--- config.mk ---
export PLATFORM = sky130hd
export DESIGN_NAME = pc_sequencer
export DESIGN_NICKNAME = d
export VERILOG_FILES = /design/src/rtl/pc_sequencer.sv
export SDC_FILE = /design/constraint.sdc
export NUM_CORES = 1
export LEC_CHECK = 0
export ABC_AREA = 1
export ABC_CLOCK_PERIOD_IN_PS = 3100
export CELL_PAD_IN_SITES_DETAIL_PLACEMENT = 1
export CELL_PAD_IN_SITES_GLOBAL_PLACEMENT = 2
export CORE_UTILIZATION = 26
export CTS_CLUSTER_SIZE = 10
export DETAILED_ROUTE_END_ITERATION = 10
export GPL_ROUTABILITY_DRIVEN = 0
export PLACE_DENSITY_LB_ADDON = 0.2
export SLEW_MARGIN = 0
export SYNTH_ARGS = -nofsm -noshare
export SYNTH_HDL_FRONTEND = slang
export SYNTH_SLANG_ARGS = --single-unit
--- constraint.sdc ---
create_clock -name clk -period 3.1 [get_ports clk]
set_clock_uncertainty 0.05 [all_clocks]
set_input_delay 0.62 -clock clk [delete_from_list [all_inputs] [get_ports clk]]
set_output_delay 0.62 -clock clk [all_outputs]
set_load 0.02 [all_outputs]
--- src/rtl/pc_sequencer.sv ---
// Fetch PC sequencer: sequential fetch, ID-stage branch/jump redirects, stall-deferred redirects.
// Optional build macro BRANCH_DELAY_SLOT_EN: the IF instruction after a redirect is a delay slot (no flush).
module pc_sequencer #(
    parameter logic [31:0] RESET_PC = 32'h0000_0000
) (
    input  logic        clk,
    input  logic        rst,
    input  logic        stall,
    input  logic        branch_taken,
    input  logic [31:0] branch_target,
    input  logic        jump,
    input  logic [31:0] jump_target,
    output logic [31:0] pc,
    output logic [31:0] pc_plus4,
    output logic        flush_if,
    output logic        misalign,
    output logic [15:0] redirect_cnt
);

    typedef enum logic [0:0] {
        ST_RUN  = 1'b0,
        ST_PEND = 1'b1
    } state_t;

    state_t      state_r;
    state_t      state_next_s;
    logic [31:0] pc_r;
    logic [31:0] pc_next_s;
    logic [31:0] pend_target_r;
    logic [31:0] pend_next_s;
    logic [15:0] redirect_cnt_r;
    logic        misalign_r;
    logic        req_s;
    logic [31:0] sel_target_s;
    logic        apply_s;
    logic [31:0] applied_target_s;
    logic [31:0] pc_inc_s;

    // Redirect request decode; jump wins over a taken branch.
    always_comb begin
        req_s        = jump | branch_taken;
        sel_target_s = branch_target;
        if (jump) begin
            sel_target_s = jump_target;
        end else begin
            sel_target_s = branch_target;
        end
    end

    assign pc_inc_s = pc_r + 32'd4;

    // Next-state, next-PC and redirect-apply decision.
    always_comb begin
        state_next_s     = state_r;
        pc_next_s        = pc_r;
        pend_next_s      = pend_target_r;
        apply_s          = 1'b0;
        applied_target_s = 32'h0000_0000;
        case (state_r)
            ST_RUN: begin
                if (stall) begin
                    if (req_s) begin
                        // Redirect arrived during a stall: park it until the stall clears.
                        pend_next_s  = sel_target_s;
                        state_next_s = ST_PEND;
                    end else begin
                        state_next_s = ST_RUN;
                    end
                end else if (req_s) begin
                    apply_s          = 1'b1;
                    applied_target_s = sel_target_s;
                    pc_next_s        = {sel_target_s[31:2], 2'b00};
                end else begin
                    pc_next_s = pc_inc_s;
                end
            end
            ST_PEND: begin
                if (stall) begin
                    state_next_s = ST_PEND;
                end else begin
                    // New requests this cycle are dropped: the parked one is older.
                    apply_s          = 1'b1;
                    applied_target_s = pend_target_r;
                    pc_next_s        = {pend_target_r[31:2], 2'b00};
                    state_next_s     = ST_RUN;
                end
            end
            default: begin
                state_next_s = ST_RUN;
                pc_next_s    = pc_r;
            end
        endcase
    end

    // State, PC and pending-target registers.
    always_ff @(posedge clk or posedge rst) begin
        if (rst) begin
            state_r       <= ST_RUN;
            pc_r          <= RESET_PC;
            pend_target_r <= 32'h0000_0000;
        end else begin
            state_r       <= state_next_s;
            pc_r          <= pc_next_s;
            pend_target_r <= pend_next_s;
        end
    end

    // Saturating redirect counter and one-cycle misalignment flag.
    always_ff @(posedge clk or posedge rst) begin
        if (rst) begin
            redirect_cnt_r <= 16'h0000;
            misalign_r     <= 1'b0;
        end else begin
            if (apply_s && (redirect_cnt_r != 16'hFFFF)) begin
                redirect_cnt_r <= redirect_cnt_r + 16'd1;
            end else begin
                redirect_cnt_r <= redirect_cnt_r;
            end
            misalign_r <= apply_s & (applied_target_s[1:0] != 2'b00);
        end
    end

    assign pc           = pc_r;
    assign pc_plus4     = pc_inc_s;
    assign misalign     = misalign_r;
    assign redirect_cnt = redirect_cnt_r;

`ifdef BRANCH_DELAY_SLOT_EN
    assign flush_if = 1'b0;
`else
    assign flush_if = apply_s;
`endif

endmodule

==> run metrics, run 1 <==
Leak Pwr=0.003329 uW; synth unique cells=44; dpl cell area=0.006994 mm^2; most common cell after layout, fill and taps aside=nand2_1; Clock Pin Slew Worst Setup and Hold Paths=0.06 ns; Comb pwr share=35.3%; Setup crit start kind=flop; Antenna Cells=0; switching portion of total power=36.90%; Hold Path Class=flop to flop; num ports=151; post-CTS setup buffers=0; clock group share of total power=28.5%; fillers=2463; Clk Latency, worst-skew pair=0.35 ns; Row Count=51; vias per cell=4.682; Vias=5441; syn_area_per_cell=6.961 um^2; Tmin final=2.976 ns; Layout Nets=964; GRT Total Usage=19.77%; Num CTS Buffers=9; RSZ-0062 raised after global routing=false; Sink Count=80; Mapped Area=0.005235 mm^2; Seq pwr share=36.2%; first-pass GRT wire length=31.02 mm; critical path capture point type=primary output; Final Hold Fails=0; drt first pass iters=4; Worst Path Required=2.43 ns; layout cells sized above 1=8.696%; CTS root buf=clkbuf_16; Synth Register Bits=80; core footprint=0.01959 mm^2; yosys synthesis warning count=0; crit path max fanout=7; post-route cell area=0.007342 mm^2; synth top area cells=dfrtp_1, nand2_1, nor2_1; status=complete, no violations; Max Root-Sink Buffers=2; final setup violation count=0; die extent in x=143.9 um; ys flop type=dfrtp_1; switching power=1476 uW; CTS tree=done; Max H-tree Level=3; final core utilization=37.48%; largest net degree at the start of global routing=57; worst path arrival time=2.31 ns; routed len/inst=16.61 um; hpwl dp=14.70 mm; chip height=143.9 um; critical path class=flop to primary output; asr flop ratio synth=100.0%; Iter 0 DRT Violations=226; top-area cell type share of the netlist area=38.24%; Area Growth Syn to Fin=40.25%; Max VDD drop=265.8 uV; Gate Count Post-Synth=752; starting density of the core=26.72%; DRC violations left=0; Final Slew Violations=0; WHS=0.4504 ns; Worst slew margin=59.02%; most frequent cells in the layout=nand2_1, clkdlybuf4s50_1, nor2_1, dfrtp_1, inv_1; Internal=2524 uW; die area=0.02071 mm^2; initial antenna violation count=0; gr ovfl total=0; PortBufs=146; Post-synth EDFFs=0; maxcap violations=0; final setup TNS=0 ns; Pwr Density=544.9 mW/mm^2; Fmax=0.3360 GHz; vias in the first global route=5808; fin crit share=96.00%; Tightest Pin Transition=0.6141 ns; routed wire length=19.30 mm; leading area contributor after synthesis=dfrtp_1; Final ANT Viol Nets=0; sequential share of the synthesized area=38.24%
[Yosys cell counts, drive strengths merged (3+ instances only)]
cell / instances
nand2: 262
nor2: 93
dfrtp: 80
inv: 68
o21ai: 52
a21oi: 50
nand3: 35
buf: 23
a31oi: 19
xor2: 15
nand3b: 12
clkbuf: 11
nand4: 5
nor3: 5
xnor2: 5
and2: 3
[layout make-up]
cell class / count / area [um^2] / share of cell area [%]
Tap cell: 265 / 331.6 / 4.516
Clock buffer: 13 / 270.3 / 3.681
Clock inverter: 2 / 37.54 / 0.5112
Inverter: 69 / 262.8 / 3.579
Sequential cell: 80 / 2012 / 27.40
Multi-Input combinational cell: 572 / 2796 / 38.09
Timing Repair Buffer: 161 / 1632 / 22.22
[final timing paths]
path | end | from | slack (ns) | cells past startpoint
worst max-delay path | pc_plus4[25] | pc[5]$_DFFE_PP0P_ | 0.12 | 8
worst min-delay path | pend_target_r[2]$_DFFE_PP0P_ | pend_target_r[2]$_DFFE_PP0P_ | 0.45 | 2
worst max register to register | redirect_cnt[2]$_DFFE_PP0P_ | redirect_cnt[0]$_DFFE_PP0P_ | 1.00 | 8
worst min register to register | pend_target_r[2]$_DFFE_PP0P_ | pend_target_r[2]$_DFFE_PP0P_ | 0.45 | 2
max in group asynchronous | pc[4]$_DFFE_PP0P_ | rst | 1.70 | 3
min in group asynchronous | pend_target_r[5]$_DFFE_PP0P_ | rst | 0.56 | 2
[sequential cells by signal, indices dropped and copies added, names as in the netlist]
register / cells
pend_target_r: 32
redirect_cnt: 16
pc: 30
misalign: 1
state_r: 1
[per-layer routing]
metal / share of wire, % / global-route usage [%] / vias to the layer above / wire [um]
met4: 1.7 / 6.663 / 0 / 329
met1: 48 / 26.50 / 2633 / 9278
met3: 3.9 / 2.966 / 24 / 755
met2: 46 / 32.27 / 107 / 8933
met5: 0 / 0 / - / 0
li1: - / - / 2677 / -
[power groups by stage]
stage / Combinational, uW / Sequential [uW] / Clock, uW
floorplan: 669 / 1520 / 0
global placement: 1400 / 1450 / 0
detailed placement: 1430 / 1460 / 0
CTS: 1440 / 1440 / 1170
global route: 1550 / 1480 / 1200
finish: 1410 / 1450 / 1140
[worst max-delay path: stages (launching register included)]
cell,delay [ns]
dfrtp_1,0.45
nand2_1,0.12
nor2_1,0.19
nand2_4,0.14
nor2_4,0.19
nand2_1,0.07
nand2_1,0.08
and2_1,0.13
clkdlybuf4s50_1,0.59
[through the flow]
stage	power [uW]	setup WS [ns]	std cells
2_1_floorplan	2192	0.3783	755
6_report	4000	0.1239	1162
5_1_grt	4233	0.001820	1162
3_3_place_gp	2848	0.2700	1147
4_1_cts	4045	0.005374	1162
3_5_place_dp	2889	0.2508	1147
[timing repair]
item | in CTS | in global routing
cloned | 0 | 0
endpoints found under the setup margin | 5 | 13
resized for setup | 4 | 20
hold buffers | 0 | 0
[logic make-up (layout without fill, tap and decap cells)]
| kind of cell | after synthesis | in the layout | share of synthesized area [%] |
|---|---|---|---|
| flip-flops | 80 | 80 | 38.24 |
| other | 1 | 4 | 0.07163 |
| AND/OR/NAND/NOR | 417 | 417 | 35.25 |
| XOR/XNOR | 20 | 20 | 3.633 |
| adder cells (fa/ha/maj) | 2 | 2 | 0.4779 |
| AO/OA/AOI/OAI | 128 | 128 | 13.29 |
| multiplexers | 1 | 1 | 0.1912 |
| buffers and inverters | 103 | 245 | 8.843 |
Note: power is estimated with default switching activity, not from simulation.
==> run 2, diff against run 1 <==
--- a/config.mk
+++ b/config.mk
@@ -7,12 +7,14 @@
 export LEC_CHECK = 0
 export ABC_AREA = 1
 export ABC_CLOCK_PERIOD_IN_PS = 3100
+export CAP_MARGIN = 20
 export CELL_PAD_IN_SITES_DETAIL_PLACEMENT = 1
 export CELL_PAD_IN_SITES_GLOBAL_PLACEMENT = 2
 export CORE_UTILIZATION = 26
 export CTS_CLUSTER_SIZE = 10
 export DETAILED_ROUTE_END_ITERATION = 10
 export GPL_ROUTABILITY_DRIVEN = 0
+export MAX_ROUTING_LAYER = met4
 export PLACE_DENSITY_LB_ADDON = 0.2
 export SLEW_MARGIN = 0
 export SYNTH_ARGS = -nofsm -noshare
==> run metrics, run 2 (synthesis gave the netlist of run 1 again) <==
first-pass GRT wire length=30.99 mm; Leak Pwr=0.003329 uW; maxcap violations=0; Max Root-Sink Buffers=2; routed len/inst=16.60 um; status=complete, no violations; die area=0.02071 mm^2; worst path arrival time=2.31 ns; most frequent cells in the layout=nand2_1, clkdlybuf4s50_1, nor2_1, dfrtp_1, inv_1; Area Growth Syn to Fin=40.25%; Sink Count=80; fin cells=1162; PortBufs=146; Inst Count DP=1147; Hold Buf Count CTS=0; initial antenna violation count=0; Final Hold Fails=0; max FFs per register=32; GRT Total Usage=20.34%; CTS tree=done; core footprint=0.01959 mm^2; Layout Nets=964; hold path start=pend_target_r[2]$_DFFE_PP0P_; hpwl dp=14.70 mm; Final Slew Violations=0; post-CTS setup buffers=0; Biggest register=pend_target_r; drt first pass iters=4; RSZ-0062 raised after global routing=false; Clk Latency, worst-skew pair=0.35 ns; Num CTS Buffers=9; Pwr Density=544.9 mW/mm^2; Max VDD drop=266.5 uV; Antenna Cells=0; vias per cell=4.688; Hold Path Class=flop to flop; Setup crit start kind=flop; gr ovfl total=0; most common cell after layout, fill and taps aside=nand2_1; crit path max fanout=7; Tightest Pin Transition=0.6124 ns; worst reg2reg path startpoint=redirect_cnt[0]$_DFFE_PP0P_; fin crit share=95.98%; Worst slew margin=59.13%; final setup TNS=0 ns; DRC violations left=0; Tmin final=2.975 ns; Worst Path Required=2.43 ns; starting density of the core=26.72%; critical path capture point type=primary output; vias in the first global route=5809; final setup violation count=0; num ports=151; Max H-tree Level=3; layout cells sized above 1=8.696%; largest net degree at the start of global routing=57; critical path launch point=pc[5]$_DFFE_PP0P_; chip height=143.9 um; CTS root buf=clkbuf_16; critical path class=flop to primary output; Final ANT Viol Nets=0; Iter 0 DRT Violations=213; Fmax=0.3361 GHz; Vias=5447; Clock Pin Slew Worst Setup and Hold Paths=0.06 ns; die extent in x=143.9 um; Row Count=51; routed wire length=19.29 mm
==> run 2: cell counts in the layout (fill, tap and decap cells not counted) <==
Identical to the previous run, type by type.
==> run 2: worst paths after layout <==
check	depth (start not counted)	slack (ns)	endpoint
min in group asynchronous	2	0.56	pend_target_r[5]$_DFFE_PP0P_
worst min-delay path	2	0.45	pend_target_r[2]$_DFFE_PP0P_
max in group asynchronous	3	1.70	pc[4]$_DFFE_PP0P_
worst max-delay path	8	0.12	pc_plus4[25]
worst max register to register	8	1.00	redirect_cnt[2]$_DFFE_PP0P_
worst min register to register	2	0.45	pend_target_r[2]$_DFFE_PP0P_
==> run 2: cell type report <==
class | instances | area (um^2)
clock inverter | 2 | 37.54
timing repair buffer | 161 | 1632
clock buffer | 13 | 270.3
sequential | 80 | 2012
inverter | 69 | 262.8
tap | 265 | 331.6
fill | 2463 | 12250
multi-input combinational | 572 | 2796
==> run 2: stage by stage <==
step	hold WS [ns]	power, uW	cell area (um^2)	util, %	setup slack, ns
CTS	0.4541	4045	7305	37.29	0.005374
detailed placement	0.4384	2889	6994	35.70	0.2508
floorplan	0.3979	2192	5246	-	0.3783
global placement	0.4131	2848	6994	35.70	0.2700
global route	0.4701	4232	7342	37.48	0.001333
finish	0.4504	4001	7342	37.48	0.1247
==> run 2: metal layers <==
layer | track usage (%) | vias up | share of wire (%)
li1 | - | 2676 | -
met1 | 26.66 | 2637 | 48
met2 | 32.27 | 110 | 46
met3 | 2.766 | 24 | 3.6
met4 | 6.495 | 0 | 1.7
met5 | - | - | 0
==> run 2: power breakdown <==
part	leakage [uW]	internal (uW)	switching, uW
sequential	0.000951	1230	220
combinational	0.00223	609	804
clock	0.000148	687	453
==> run 2: critical path: stages, from the launching register on <==
cell	delay, ns
dfrtp_1	0.45
nand2_1	0.12
nor2_1	0.19
nand2_4	0.14
nor2_4	0.19
nand2_1	0.07
nand2_1	0.08
and2_1	0.13
clkdlybuf4s50_1	0.59
==> run 2: timing repair <==
| item | CTS | global route |
|---|---|---|
| setup endpoints to repair | 5 | 13 |
| gates cloned | 0 | 0 |
| resized for setup | 4 | 20 |
| pin swaps | 0 | 0 |
| hold endpoints to repair | 0 | 0 |
==> run 3, diff against run 2 <==
--- a/config.mk
+++ b/config.mk
@@ -15,8 +15,7 @@
 export DETAILED_ROUTE_END_ITERATION = 10
 export GPL_ROUTABILITY_DRIVEN = 0
 export MAX_ROUTING_LAYER = met4
-export PLACE_DENSITY_LB_ADDON = 0.2
-export SLEW_MARGIN = 0
+export PLACE_DENSITY = 0.77
 export SYNTH_ARGS = -nofsm -noshare
 export SYNTH_HDL_FRONTEND = slang
 export SYNTH_SLANG_ARGS = --single-unit
==> run metrics, run 3 (synthesis gave the netlist of run 1 again) <==
Tmin final=2.954 ns; Worst Path Required=2.43 ns; Levels on crit path=5; most used routing layer=met2; Layout Nets=965; Leak Pwr=0.003303 uW; dpl cell area=0.006977 mm^2; RSZ-0062 raised after global routing=false; vias per cell=4.591; Row Count=51; fin cells=1164; num ports=151; layout cells sized above 1=8.565%; Iter 0 DRT Violations=232; r2r worst-path depth=7; Biggest register=pend_target_r; Vias=5344; fillers=2442; critical path capture point type=primary output; PortBufs=146; met1 usage=25.95%; Setup crit start kind=flop; core footprint=0.01959 mm^2; status=complete, no violations; Final Slew Violations=0; Max Root-Sink Buffers=2; crit path buf inv count=1; Sink Count=80; die extent in x=143.9 um; Antenna Cells=0; Pwr Density=539.0 mW/mm^2; vias in the first global route=5410; Hold Path Class=flop to flop; worst path arrival time=2.28 ns; CTS root buf=clkbuf_16; post-route cell area=0.007298 mm^2; routed wire length=18.90 mm; maxcap violations=0; cells along the critical path=ha_1 -> nand3_1 -> nor2_1 -> xor2_1 -> clkdlybuf4s50_1; GRT Total Usage=19.68%; DRC violations left=0; Max H-tree Level=3; CP endpoint=pc_plus4[8]; final setup violation count=0; hpwl dp=14.31 mm; first-pass GRT wire length=29.67 mm; fin crit share=95.29%; routed len/inst=16.24 um; chip height=143.9 um; Final ANT Viol Nets=0; crit path max fanout=5; max FFs per register=32; Clk Latency, worst-skew pair=0.35 ns; GR Util met3=3.865%; grt met2 use=30.97%; die area=0.02071 mm^2; critical path launch point=pc[2]$_DFFE_PP0P_; CP peak stage delay=0.65 ns; CTS tree=done; clock group share of total power=27.9%; Inst Count DP=1148; worst reg2reg path startpoint=state_r$_DFF_PP0_; switching portion of total power=37.54%; Fmax=0.3385 GHz; final core utilization=37.25%; reg-to-reg setup timing slack=1.09 ns; most frequent cells in the layout=nand2_1, clkdlybuf4s50_1, dfrtp_1, nor2_1, inv_1; largest net degree at the start of global routing=81; starting density of the core=26.72%; drt first pass iters=4; Clock Pin Slew Worst Setup and Hold Paths=0.06 ns; Comb pwr share=35.8%; gr ovfl total=0; Num CTS Buffers=9; initial antenna violation count=0; Max VDD drop=260.2 uV; Total Power=3933 uW; Slowest cell on crit path=clkdlybuf4s50_1; critical path class=flop to primary output; Internal=2457 uW; Final Hold Fails=0; FF-to-FF End=pc[10]$_DFFE_PP0P_; crit-path leading delay family=buffers and inverters; switching power=1477 uW; Area Growth Syn to Fin=39.41%; most common cell after layout, fill and taps aside=nand2_1; final setup TNS=0 ns; Seq pwr share=36.3%
## run 3: changes by cell type in the layout (fill, tap and decap cells not counted), sizes merged
cell and change:
clkinvlp -1, clkinv +4, dlymetal6s2s -3, buf +1, clkbuf -2, dlygate4sd2 +3
## run 3: layout make-up
class	count	area, um^2	share of cell area (%)
clock buffer	11	232.7	3.189
clock inverter	5	57.56	0.7886
timing repair buffer	162	1603	21.96
multi-input combinational	572	2801	38.39
tap	265	331.6	4.543
sequential	80	2009	27.53
inverter	69	262.8	3.600
## run 3: worst min-delay path, stage by stage, from the launching register on
cell,delay (ns)
dfrtp_1,0.34
nand2_1,0.05
o21ai_0,0.06
## run 3: power groups by stage
stage	clock (uW)	combinational, uW	sequential, uW
2_1_floorplan	0	669	1520
6_report	1100	1410	1430
3_3_place_gp	0	1420	1440
4_1_cts	1130	1430	1430
5_1_grt	1160	1540	1460
3_5_place_dp	0	1420	1450
## run 3: stage by stage
| step | hold WS (ns) | setup WS [ns] |
|---|---|---|
| after floorplan | 0.3979 | 0.3783 |
| after global routing | 0.4655 | 0.003387 |
| after global placement | 0.4097 | 0.3015 |
| final | 0.4361 | 0.1461 |
| after detailed placement | 0.4216 | 0.2906 |
| after CTS | 0.4371 | 0.005910 |
## run 3: worst min-delay path by stage
stage	cells after the start	end	slack, ns	from
floorplan	2	pend_target_r[9]$_DFFE_PP0P_	0.40	pend_target_r[9]$_DFFE_PP0P_
global placement	2	pend_target_r[9]$_DFFE_PP0P_	0.41	pend_target_r[9]$_DFFE_PP0P_
finish	2	pend_target_r[2]$_DFFE_PP0P_	0.44	pend_target_r[2]$_DFFE_PP0P_
detailed placement	2	pend_target_r[9]$_DFFE_PP0P_	0.42	pend_target_r[9]$_DFFE_PP0P_
CTS	2	pend_target_r[9]$_DFFE_PP0P_	0.44	pend_target_r[9]$_DFFE_PP0P_
global route	2	pend_target_r[9]$_DFFE_PP0P_	0.47	pend_target_r[9]$_DFFE_PP0P_
## run 3: routing by layer
layer	wire length, um	up-vias
met5	0	-
met3	823	10
li1	-	2682
met2	8803	99
met4	155	0
met1	9120	2553
## run 3: repair_timing
action	CTS	global route
hold buffers	0	0
setup endpoints to repair	6	10
buffers inserted	0	0
gates resized for setup	6	16
